===== src/rtl/alu.sv =====
// rtl/alu.sv - 8-bit registered ALU, one op per cycle, latency 1.
// Optional feature: define ALU_SHIFT_CARRY_EN to report the last shifted-out bit as fc on LSL/LSR.
module alu (
  input  logic       clk_i,
  input  logic       rst_ni,
  input  logic [7:0] a_imm_i,
  input  logic [3:0] a_mem_i,
  input  logic [7:0] b_i,
  input  logic [2:0] func_i,
  output logic [7:0] result_o,
  output logic       fz_o,
  output logic       fc_o
);

  typedef enum logic [2:0] {
    FN_ADI = 3'b000,
    FN_ADD = 3'b001,
    FN_SUB = 3'b010,
    FN_AND = 3'b011,
    FN_ORR = 3'b100,
    FN_XOR = 3'b101,
    FN_LSL = 3'b110,
    FN_LSR = 3'b111
  } func_e;

  logic [7:0] a_op;
  logic [3:0] shamt;
  logic [8:0] sum;
  logic [8:0] diff;
  logic [7:0] result_d, result_q;
  logic       fz_d, fz_q;
  logic       fc_d, fc_q;
`ifdef ALU_SHIFT_CARRY_EN
  logic [15:0] lsl_wide;
  logic [15:0] lsr_wide;
`endif

  always_comb begin
    a_op     = (func_e'(func_i) == FN_ADI) ? a_imm_i : {4'b0000, a_mem_i};
    shamt    = a_op[3:0];
    sum      = {1'b0, b_i} + {1'b0, a_op};
    // diff[8] is the borrow: set exactly when a_op > b_i
    diff     = {1'b0, b_i} - {1'b0, a_op};
`ifdef ALU_SHIFT_CARRY_EN
    // Widened shifts land the last bit shifted out at a fixed position (0 for n=0 or n>8)
    lsl_wide = {8'h00, b_i} << shamt;
    lsr_wide = {b_i, 8'h00} >> shamt;
`endif
    result_d = 8'h00;
    fc_d     = 1'b0;
    case (func_e'(func_i))
      FN_ADI, FN_ADD: begin
        result_d = sum[7:0];
        fc_d     = sum[8];
      end
      FN_SUB: begin
        result_d = diff[7:0];
        fc_d     = diff[8];
      end
      FN_AND: result_d = b_i & a_op;
      FN_ORR: result_d = b_i | a_op;
      FN_XOR: result_d = b_i ^ a_op;
      FN_LSL: begin
        result_d = b_i << shamt;
`ifdef ALU_SHIFT_CARRY_EN
        fc_d     = lsl_wide[8];
`endif
      end
      FN_LSR: begin
        result_d = b_i >> shamt;
`ifdef ALU_SHIFT_CARRY_EN
        fc_d     = lsr_wide[7];
`endif
      end
      default: result_d = 8'h00;
    endcase
    fz_d = (result_d == 8'h00);
  end

  always_ff @(posedge clk_i or negedge rst_ni) begin
    if (!rst_ni) begin
      result_q <= 8'h00;
      fz_q     <= 1'b1;
      fc_q     <= 1'b0;
    end else begin
      result_q <= result_d;
      fz_q     <= fz_d;
      fc_q     <= fc_d;
    end
  end

  assign result_o = result_q;
  assign fz_o     = fz_q;
  assign fc_o     = fc_q;

endmodule


===== config.mk =====
export PLATFORM = sky130hd
export DESIGN_NAME = alu
export DESIGN_NICKNAME = d
export VERILOG_FILES = /design/src/rtl/alu.sv
export SDC_FILE = /design/constraint.sdc
export NUM_CORES = 1
export LEC_CHECK = 0
export CORE_ASPECT_RATIO = 0.75
export CORE_MARGIN = 1
export CORE_UTILIZATION = 59
export CTS_BUF_LIST = sky130_fd_sc_hd__clkbuf_16
export DETAILED_ROUTE_END_ITERATION = 6
export PLACE_DENSITY_LB_ADDON = 0.25
export SYNTH_ARGS = -nofsm -noshare
export SYNTH_HDL_FRONTEND = slang
export SYNTH_SLANG_ARGS = --single-unit

===== constraint.sdc =====
create_clock -name clk_i -period 1.02 [get_ports clk_i]
set_input_delay 0.153 -clock clk_i [delete_from_list [all_inputs] [get_ports clk_i]]
set_output_delay 0.153 -clock clk_i [all_outputs]
set_load 0.02 [all_outputs]

==> summary.md, run 1 <==
| Metric | Value |
|---|---|
| Top Ports | `35` |
| Syn nets | `335` |
| Main combinational cell family by area after synthesis | `compound AO/OA/AOI/OAI gates` |
| Post-synthesis mux area share | `0.0290` |
| Fail Step | `3_5_place_dp` |
| DIE HEIGHT | `53.9 µm` |
| Synth area leaders | `ha_1, dfrtp_1, a21oi_1` |
| Gate Count Post-Synth | `287` |
| Synth Warn # | `0` |
| Number of flops mapped to enable cells by yosys | `0` |
| Synth Area in XOR/XNOR | `0.0248` |
| Die W | `71.2 µm` |
| Yosys top cell by area | `ha_1` |
| Syn Area/Cell | `7.38 µm²` |
| FF+latch count, synth | `10` |
| Ys flop type | `dfrtp_1` |
| Asr flop ratio synth | `1.00` |
| Initial Util | `0.631` |
| Top-area cell type share of the netlist area | `0.130` |
| Status | `did not finish` |
| Synth Area in Compound Gates | `0.384` |
| Distinct cells, synth | `67` |
| Rows | `18` |
| Placer Congestion | `1.24` |
| Synth Area in Simple Gates | `0.226` |
| Seq/Total Area, Yosys | `0.119` |
| Synth Area in Adders | `0.139` |
| Port-buffer cells | `34` |
| Error | `[ERROR DPL-0038] Utilization greater than 100%, impossible to legalize` |
| Post-Syn Area | `0.00212 mm²` |
-- metrics by stage --
| step | cells | instance area [µm²] | hold WS, ns | setup slack, ns | TNS, ns |
|---|---|---|---|---|---|
| floorplan | 287 | 2320 | -0.143 | -1.65 | -12.69 |
| global placement | 453 | 3410 | 0.465 | -2.24 | -19.82 |
-- cell usage after synthesis (all sizes together), types with 3 or more instances --
library cell and n:
a31oi 7, nor2 20, or3 5, nor3 8, xor2 3, ha 22, nand2 21, o21bai 3
a21oi 24, o211ai 4, a221oi 5, o31ai 7, inv 24, nor3b 3, a21o 4, a211oi 8
clkbuf 7, a21boi 5, mux2i 5, o21ai 21, or2 3, dfrtp 9, xnor2 3, o2111ai 3
o22ai 6, or4b 3, buf 9, nand3 10
-- cell families after synthesis --
family	after synthesis
AND/OR/NAND/NOR	88
adder cells (fa/ha/maj)	23
XOR/XNOR	6
AO/OA/AOI/OAI	114
flip-flops	10
buffers and inverters	40
multiplexers	6
==> run 2, diff against run 1 <==
CORE_ASPECT_RATIO = unset   (was 0.75)
CORE_UTILIZATION = 40   (was 59)
CTS_BUF_LIST = unset   (was sky130_fd_sc_hd__clkbuf_16)
PLACE_DENSITY_LB_ADDON = 0.15   (was 0.25)
==> run 2 against run 1 <==
Compared with the run above: the flow now finishes, with violations (setup timing); synthesized cell count unchanged; area after synthesis is the same.
==> summary.md, run 2 <==
| Metric | Value |
|---|---|
| Status | `complete, but fails checks` |
| Failing checks | `setup timing` |
| Max reg flops | `8` |
| Leading cell type in the layout, fill and taps excluded | `buf_4` |
| CTS tree | `done` |
| Max VDD drop | `0.000499 V` |
| Top delay family on crit path | `compound AO/OA/AOI/OAI gates` |
| P_leak | `0.00173 µW` |
| Synth Area in XOR/XNOR | `0.0248 (unchanged)` |
| Initial Util | `0.415 (-0.216)` |
| Clock root cell | `clkbuf_8` |
| Worst EP arrival | `2.88 ns` |
| Synth Warn # | `0 (unchanged)` |
| Cell Count, Final, Fillers Out | `503` |
| Fin crit period | `2.72 ns` |
| Largest net degree at the start of global routing | `25` |
| Syn Area/Cell | `7.38 µm² (unchanged)` |
| Top cells by count, synth | `a21oi_1, inv_1, ha_1` |
| Number of flops mapped to enable cells by yosys | `0 (unchanged)` |
| Synth Area in Simple Gates | `0.226 (unchanged)` |
| GRT Overall Usage | `0.323` |
| Least-Margin Pin Slew | `0.587 ns` |
| Syn nets | `335 (unchanged)` |
| Port-buffer cells | `34 (unchanged)` |
| H-Tree Depth | `1` |
| CORE AREA | `0.00511 mm²` |
| Diodes inserted | `0` |
| DRT antenna net count | `0` |
| Final Core Density | `0.761` |
| Overall routed net length | `9010 µm` |
| Clock transition at the registers of the reported paths | `0.04 ns` |
| CP max FO | `6` |
| Yosys top cell by area | `ha_1` |
| Via/cell ratio | `5.91` |
| Initial antenna violation count | `0` |
| Final Setup Violations | `10` |
| Die W | `74.8 µm (+5.0%)` |
| Placer Congestion | `0.981 (-21%)` |
| Largest stage delay, worst path | `0.39 ns` |
| Top-area cell type share of the netlist area | `0.130 (unchanged)` |
| FF+latch count, synth | `10 (unchanged)` |
| Vias | `2972` |
| Gr ovfl total | `0` |
| Final Hold Fails | `0` |
| Most common cell in the synthesized netlist | `a21oi_1` |
| Post-Syn Area | `0.00212 mm² (unchanged)` |
| First-pass GRT wire length | `13500 µm` |
| Total CTS buffers | `3` |
| Vias in the first global route | `2840` |
| DRT iter0 DRCs | `257` |
| Post-synthesis mux area share | `0.0290 (unchanged)` |
| DP HPWL | `6890 µm` |
| CP Capture Type | `flop` |
| Seq/Total Area, Yosys | `0.119 (unchanged)` |
| DR WL/cell | `17.9 µm` |
| Share of layout cells above drive strength 1 | `0.485` |
| Setup ws final | `-1.70 ns` |
| Main combinational cell family by area after synthesis | `compound AO/OA/AOI/OAI gates` |
| Distinct cells, synth | `67 (unchanged)` |
| RSZ-0062 raised after global routing | `yes` |
| Type of the worst min-delay path | `primary input to asynchronous set/reset pin` |
| Power density over cell area | `777 mW/mm²` |
| Top Ports | `35 (unchanged)` |
| Synth area leaders | `ha_1, dfrtp_1, a21oi_1` |
| Total of max-cap violations | `0` |
| Max Fclk | `368 MHz` |
| Placed Cells | `480` |
| Worst-path cell chain | `buf_8 > buf_8 > buf_6 > o31ai_4 > nand2_8 > buf_6 > ha_4 > nor3_4 > a41oi_2 > a311oi_2 > o41ai_2 > xor2_1 > a211o_1 > nor4_2 > nor3b_2` |
| DIE HEIGHT | `74.8 µm (+39%)` |
| Synth Area in Compound Gates | `0.384 (unchanged)` |
| Gate Count Post-Synth | `287 (unchanged)` |
| Fin nets | `482` |
| Synth Area in Adders | `0.139 (unchanged)` |
| DRC viols | `0` |
| First-pass detailed-route iteration total | `4` |
| Clk sinks | `10` |
| Die area | `0.00559 mm²` |
| Setup crit start kind | `primary input` |
| Rows | `26 (+8)` |
| Req. time, crit path | `1.18 ns` |
| CP Buf/Inv Count | `4` |
| Crit Path Class | `primary input to flop` |
| Worst slew margin | `0.608` |
| Area growth from synthesis to layout | `83.5%` |
| Ys flop type | `dfrtp_1` |
| Final-report max-slew violation count | `0` |
| Commonest cells after routing, fill and taps aside | `buf_4, a21oi_1, nor2_1` |
| Clk buf depth | `2` |
| Critical Path Slowest Stage Cell | `a311oi_2` |
| Asr flop ratio synth | `1.00 (unchanged)` |
| Final Cycle Share | `2.66` |
## run 2: power breakdown
part,internal [µW],total (µW),leakage (µW),switching [µW]
Sequential,452,465,0.000122,12.4
Combinational,1040,2070,0.00158,1030
Clock,338,484,0.0000288,145
Total,1830,3020,0.00173,1180
## run 2: cell type report
cell class                 instances  area (µm²)
clock buffer                       4        55.1
multi-input combinational        237        2070
fill                             373        1220
timing repair buffer             158        1320
tap                               70        87.6
inverter                          24         108
sequential                        10         251
## run 2: logic make-up after synthesis
logic type | after synthesis
xor gates and xnor gates | 6
AOI/OAI and AO/OA | 114
adders and majority gates | 23
DFF | 10
muxes | 6
buffers and inverters | 40
and+or+nand+nor | 88
## run 2: layer usage
| layer | wire length, µm | track usage | vias up | part of all wire |
|---|---|---|---|---|
| li1 | - | - | 1377 | - |
| met1 | 3510 | 0.364 | 1391 | 0.39 |
| met2 | 4400 | 0.563 | 152 | 0.49 |
| met3 | 557 | 0.0562 | 52 | 0.062 |
| met4 | 550 | 0.210 | 0 | 0.061 |
| met5 | 0 | 0 | - | 0 |
## run 2: repair_timing
action	4_1_cts	5_1_grt
gates resized for setup	83	46
setup buffers	16	8
pin swaps	29	40
endpoints found under the setup margin	20	15
hold buffers	0	0
## run 2: worst paths after layout
| kind | start | to | slack, ns | depth (start not counted) |
|---|---|---|---|---|
| worst max-delay path | func_i[2] | fz_o$_DFF_PN1_ | -1.70 | 15 |
| worst min-delay path | rst_ni | result_o[5]$_DFF_PN0_ | 0.14 | 1 |
| max in group asynchronous | rst_ni | result_o[3]$_DFF_PN0_ | 0.55 | 2 |
| min in group clk_i | func_i[2] | result_o[1]$_DFF_PN0_ | 0.81 | 6 |
## run 2: metrics by stage
stage                     setup WS, ns  total power, µW  hold WS (ns)  TNS, ns  cell area, µm²
after floorplan                  -1.65             1390        -0.143   -12.69            2320
after global placement           -2.24             2200         0.397   -19.74            3430
after detailed placement         -2.34             2230         0.394   -20.11            3430
after CTS                        -1.74             2880         0.144   -13.86            3710
after global routing             -1.78             3180         0.155   -14.16            3880
final                            -1.70             3020         0.141   -13.42            3880
(Power assumes the default switching activity.)
==> run 3, diff against run 2 <==
==> constraint.sdc (replaced) <==
create_clock -name clk_i -period 1.02 [get_ports clk_i]
set_input_delay 0.204 -clock clk_i [delete_from_list [all_inputs] [get_ports clk_i]]
set_output_delay 0.204 -clock clk_i [all_outputs]
set_load 0.02 [all_outputs]
==> run 3 against run 2 <==
Compared with the run above: the flow still finishes with violations (setup timing); highest routed layer unchanged; final area is 2.9% higher; combinational power rose by 6%; non-clock buffer count increased by 7; critical path type unchanged; critical path depth rose by 1; total power is 3.4% higher.
==> summary.md, run 3 (synthesis gave the netlist of run 2 again) <==
| Metric | Value |
|---|---|
| Max Fclk | `365 MHz (-0.81%)` |
| Final Cycle Share | `2.69 (+0.0219)` |
| Share of layout cells above drive strength 1 | `0.505 (+0.0196)` |
| CTS tree | `done` |
| Max VDD drop | `0.000555 V (+11%)` |
| Power density over cell area | `781 mW/mm² (+0.53%)` |
| CP max FO | `4 (-2)` |
| Req. time, crit path | `1.16 ns (-0.02 ns)` |
| Largest net degree at the start of global routing | `25 (unchanged)` |
| RSZ-0062 raised after global routing | `yes` |
| Total CTS buffers | `3 (unchanged)` |
| Final Setup Violations | `11 (+1)` |
| P_leak | `0.00177 µW (+2.3%)` |
| Placed Cells | `482 (+0.42%)` |
| Top Ports | `35 (unchanged)` |
| Area of placed instances | `0.00344 mm² (+0.44%)` |
| Fin nets | `489 (+1.5%)` |
| Setup crit start kind | `primary input` |
| Max reg flops | `8 (unchanged)` |
| Status | `complete, but fails checks` |
| Cts hold-fix bufs | `0 (unchanged)` |
| First-pass detailed-route iteration total | `6 (+2)` |
| Power Total | `3120 µW (+3.4%)` |
| Diodes inserted | `0 (unchanged)` |
| Overall routed net length | `9530 µm (+5.7%)` |
| Setup ws final | `-1.72 ns (-0.0223 ns)` |
| Clock transition at the registers of the reported paths | `0.04 ns (about the same)` |
| Least-Margin Pin Slew | `0.682 ns (+0.0953 ns)` |
| DR WL/cell | `18.7 µm (+4.2%)` |
| Final instance area | `0.00400 mm² (+2.9%)` |
| Type of the worst min-delay path | `primary input to asynchronous set/reset pin` |
| Final Core Density | `0.782 (+0.0218)` |
| Rows | `26 (unchanged)` |
| Clock root cell | `clkbuf_8` |
| Vias in the first global route | `2790 (-1.8%)` |
| GRT Overall Usage | `0.318 (-0.00540)` |
| CP Capture Type | `flop` |
| Worst EP arrival | `2.88 ns (about the same)` |
| Die area | `0.00559 mm² (unchanged)` |
| Final-report max-slew violation count | `0 (unchanged)` |
| Worst slew margin | `0.544 (-0.0636)` |
| Via/cell ratio | `5.95 (+0.62%)` |
| Leading cell type in the layout, fill and taps excluded | `buf_4` |
| Initial antenna violation count | `0 (unchanged)` |
| CORE AREA | `0.00511 mm² (unchanged)` |
| Crit Path Class | `primary input to flop` |
| Failing checks | `setup timing` |
| DP HPWL | `6730 µm (-2.2%)` |
| DRT antenna net count | `0 (unchanged)` |
| Fin crit period | `2.74 ns (+0.0223 ns)` |
| Initial Util | `0.415 (unchanged)` |
| Vias | `3032 (+2.0%)` |
| Commonest cells after routing, fill and taps aside | `buf_4, nor2_1, buf_6` |
| Clk buf depth | `2 (unchanged)` |
| Cell Count, Final, Fillers Out | `510 (+1.4%)` |
| Gr ovfl total | `0 (unchanged)` |
| Placer Congestion | `0.974 (-0.73%)` |
| Total of max-cap violations | `0 (unchanged)` |
| FILL cells | `364 (-2.4%)` |
| H-Tree Depth | `1 (unchanged)` |
| Clk sinks | `10 (unchanged)` |
| Area growth from synthesis to layout | `88.8%` |
| DRC viols | `0 (unchanged)` |
| Port-buffer cells | `34 (unchanged)` |
| First-pass GRT wire length | `13500 µm (-0.41%)` |
| Die W | `74.8 µm (unchanged)` |
| DIE HEIGHT | `74.8 µm (unchanged)` |
| Final Hold Fails | `0 (unchanged)` |
| DRT iter0 DRCs | `249 (-3.1%)` |
run 3: changes by cell type in the layout (fill, tap and decap cells not counted), sizes merged:
cell,change
clkbuf,-2
clkdlybuf4s50,+1
clkdlybuf4s15,-5
buf,+14
dlygate4sd2,-1
run 3: per-layer routing:
metal / wire (µm) / track usage
met1: 3630 / 0.387
met2: 4710 / 0.555
met3: 698 / 0.0495
met4: 492 / 0.136
met5: 0 / 0
run 3: critical path: stages:
cell and delay, ns:
buf_8 0.10, or4b_4 0.57, nand2_8 0.09, buf_12 0.10, ha_4 0.12, inv_2 0.04
fa_1 0.41, inv_1 0.08, a21oi_1 0.07, o21bai_1 0.26, a21o_1 0.19, a21oi_2 0.08
buf_4 0.13, o21bai_1 0.16, a21oi_2 0.09, o22ai_1 0.18
run 3: power by group:
part | total, µW | internal [µW] | switching [µW]
Combinational | 2190 | 1100 | 1090
Clock | 468 | 337 | 131
Sequential | 463 | 452 | 10.7
run 3: how the worst max path moves through the flow:
stage / startpoint / end / slack [ns] / cells past startpoint
detailed placement: func_i[2] / fz_o$_DFF_PN1_ / -2.35 / 14
finish: func_i[0] / fc_o$_DFF_PN0_ / -1.72 / 16
global route: func_i[1] / fz_o$_DFF_PN1_ / -1.93 / 14
CTS: func_i[1] / fz_o$_DFF_PN1_ / -1.72 / 13
floorplan: func_i[1] / fz_o$_DFF_PN1_ / -1.70 / 14
global placement: func_i[1] / fz_o$_DFF_PN1_ / -2.30 / 14
run 3: stage by stage:
stage / setup TNS (ns) / setup WS [ns] / hold WS (ns)
after floorplan: -13.20 / -1.70 / -0.0916
after global placement: -20.68 / -2.30 / 0.510
after detailed placement: -21.14 / -2.35 / 0.502
after CTS: -14.26 / -1.72 / 0.270
after global routing: -15.87 / -1.93 / 0.294
final: -14.95 / -1.72 / 0.271
run 3: repair_timing:
item	CTS	global route
setup buffers	18	14
cloned	0	0
endpoints found under the setup margin	20	11
resized for setup	108	41
pin swaps	33	36
endpoints found under the hold margin	0	0
run 3: area by class of cell:
cell class,instances,area (µm²),share of cell area
clock buffer,4,55.1,0.0138
tap,70,87.6,0.0219
sequential,10,251,0.0629
inverter,24,108,0.0269
timing repair buffer,165,1370,0.342
multi-input combinational,237,2130,0.533
==> run 4, diff against run 3 <==
MAX_ROUTING_LAYER = met4   (was unset)
==> run 4 against run 3 <==
Compared with the run above: cell count grew 0.78%; final area fell by 1.8%; the flow still finishes with violations (setup timing); global-route usage rose by 2.6 points.
==> summary.md, run 4 (synthesis gave the netlist of run 2 again) <==
| Metric | Value |
|---|---|
| Die W | `74.8 µm (unchanged)` |
| Port-buffer cells | `34 (unchanged)` |
| Max VDD drop | `0.000561 V (+1.1%)` |
| Gr ovfl total | `0 (unchanged)` |
| Worst slew margin | `0.537 (-0.00764)` |
| CP max FO | `4 (unchanged)` |
| Initial antenna violation count | `0 (unchanged)` |
| Clock root cell | `clkbuf_8` |
| Vias in the first global route | `2844 (+1.9%)` |
| Power density over cell area | `775 mW/mm² (-0.75%)` |
| Setup ws final | `-1.80 ns (-0.0830 ns)` |
| Via/cell ratio | `5.88 (-1.1%)` |
| Failing checks | `setup timing` |
| Final Cycle Share | `2.77 (+0.0814)` |
| Max reg flops | `8 (unchanged)` |
| Clk buf depth | `2 (unchanged)` |
| Status | `complete, but fails checks` |
| DP HPWL | `6910 µm (+2.6%)` |
| Placer Congestion | `1.04 (+6.9%)` |
| Initial Util | `0.415 (unchanged)` |
| H-Tree Depth | `1 (unchanged)` |
| Area growth from synthesis to layout | `85.3%` |
| Largest net degree at the start of global routing | `25 (unchanged)` |
| Clock transition at the registers of the reported paths | `0.05 ns (about the same)` |
| Commonest cells after routing, fill and taps aside | `buf_4, nor2_1, a21oi_1` |
| Post-Route Setup TNS | `-14.32 ns (+0.636 ns)` |
| CTS tree | `done` |
| Req. time, crit path | `1.17 ns (about the same)` |
| DRT antenna net count | `0 (unchanged)` |
| Pre-CTS setup slack | `-2.37 ns (-0.0168 ns)` |
| Total CTS buffers | `3 (unchanged)` |
| First-pass detailed-route iteration total | `5 (-1)` |
| DR WL/cell | `18.4 µm (-1.6%)` |
| Die area | `0.00559 mm² (unchanged)` |
| CORE AREA | `0.00511 mm² (unchanged)` |
| Least-Margin Pin Slew | `0.688 ns (+0.00567 ns)` |
| DRC viols | `0 (unchanged)` |
| Diodes inserted | `0 (unchanged)` |
| CP Capture Type | `flop` |
| Final Hold Fails | `0 (unchanged)` |
| RSZ-0062 raised after global routing | `yes` |
| Crit Path Class | `primary input to flop` |
| GRT Overall Usage | `0.344 (+0.0265)` |
| Worst EP arrival | `2.98 ns (+0.10 ns)` |
| Overall routed net length | `9450 µm (-0.83%)` |
| Leading cell type in the layout, fill and taps excluded | `buf_4` |
| Type of the worst min-delay path | `primary input to asynchronous set/reset pin` |
| Fin nets | `493 (+0.82%)` |
| DIE HEIGHT | `74.8 µm (unchanged)` |
| Max Fclk | `354 MHz (-2.9%)` |
| First-pass GRT wire length | `13900 µm (+3.1%)` |
| Total of max-cap violations | `0 (unchanged)` |
| Share of layout cells above drive strength 1 | `0.500 (-0.00455)` |
| Fin crit period | `2.82 ns (+0.0830 ns)` |
| Rows | `26 (unchanged)` |
| Final Setup Violations | `11 (unchanged)` |
| Vias | `3021 (-0.36%)` |
| Top Ports | `35 (unchanged)` |
| Hold_ws | `0.173 ns (-0.0986 ns)` |
| Setup crit start kind | `primary input` |
| P_leak | `0.00177 µW (+0.25%)` |
| Final-report max-slew violation count | `0 (unchanged)` |
| Clk sinks | `10 (unchanged)` |
| DRT iter0 DRCs | `243 (-2.4%)` |
| Cts hold-fix bufs | `0 (unchanged)` |
[run 4: cell count changes in the layout (fill, tap and decap cells not counted), sizes merged]
cell	delta
clkdlybuf4s15	-1
buf	+4
dlygate4sd2	+2
clkdlybuf4s50	-1
[run 4: area by class of cell]
cell class	instances	area, µm²
flip-flops and latches	10	251
repair buffers	169	1370
multi-input cells	237	2050
well taps	70	87.6
clock buffers	4	55.1
inverters	24	113
fillers	360	1180
[run 4: repair_timing]
item / 4_1_cts / 5_1_grt
pin swaps: 31 / 29
setup buffers: 20 / 12
hold endpoints to repair: 0 / 0
resized for setup: 100 / 31
endpoints found under the setup margin: 20 / 11
[run 4: power by group]
part	switching, µW	leakage (µW)	total [µW]	internal, µW
clock network	145	0.0000288	484	338
logic	1050	0.00162	2100	1050
registers	10.5	0.000122	462	452
total	1200	0.00177	3040	1840
[run 4: metrics by stage]
stage	instance area, µm²	power, µW	cells	utilization
after floorplan	2320	1390	287	-
after global placement	3470	2210	486	0.680
after detailed placement	3470	2240	486	0.680
after CTS	3760	2900	509	0.737
after global routing	3920	3200	514	0.768
final	3920	3040	514	0.768
[run 4: critical path: stages]
cell and delay, ns:
buf_8 0.10, or4b_4 0.58, nand2_8 0.10, buf_6 0.11
ha_4 0.14, inv_4 0.05, ha_4 0.16, a31oi_4 0.18
buf_6 0.14, o221ai_4 0.11, buf_4 0.16, buf_6 0.10
a221o_1 0.33, nand2_1 0.10, a21oi_1 0.08, nor3_2 0.25
nor3b_2 0.09
[run 4: worst max path at each step]
stage	start	endpoint
floorplan	func_i[1]	fz_o$_DFF_PN1_
global placement	func_i[0]	fz_o$_DFF_PN1_
detailed placement	func_i[2]	fz_o$_DFF_PN1_
CTS	func_i[1]	fz_o$_DFF_PN1_
global route	func_i[1]	fz_o$_DFF_PN1_
finish	func_i[1]	fz_o$_DFF_PN1_
[run 4: layer usage]
metal | vias to the layer above | share of wire | GRT usage | wire, µm
met2 | 147 | 0.50 | 0.616 | 4750
met5 | - | 0 | - | 0
li1 | 1404 | - | - | -
met3 | 47 | 0.060 | 0.0442 | 570
met1 | 1423 | 0.39 | 0.379 | 3680
met4 | 0 | 0.048 | 0.157 | 451
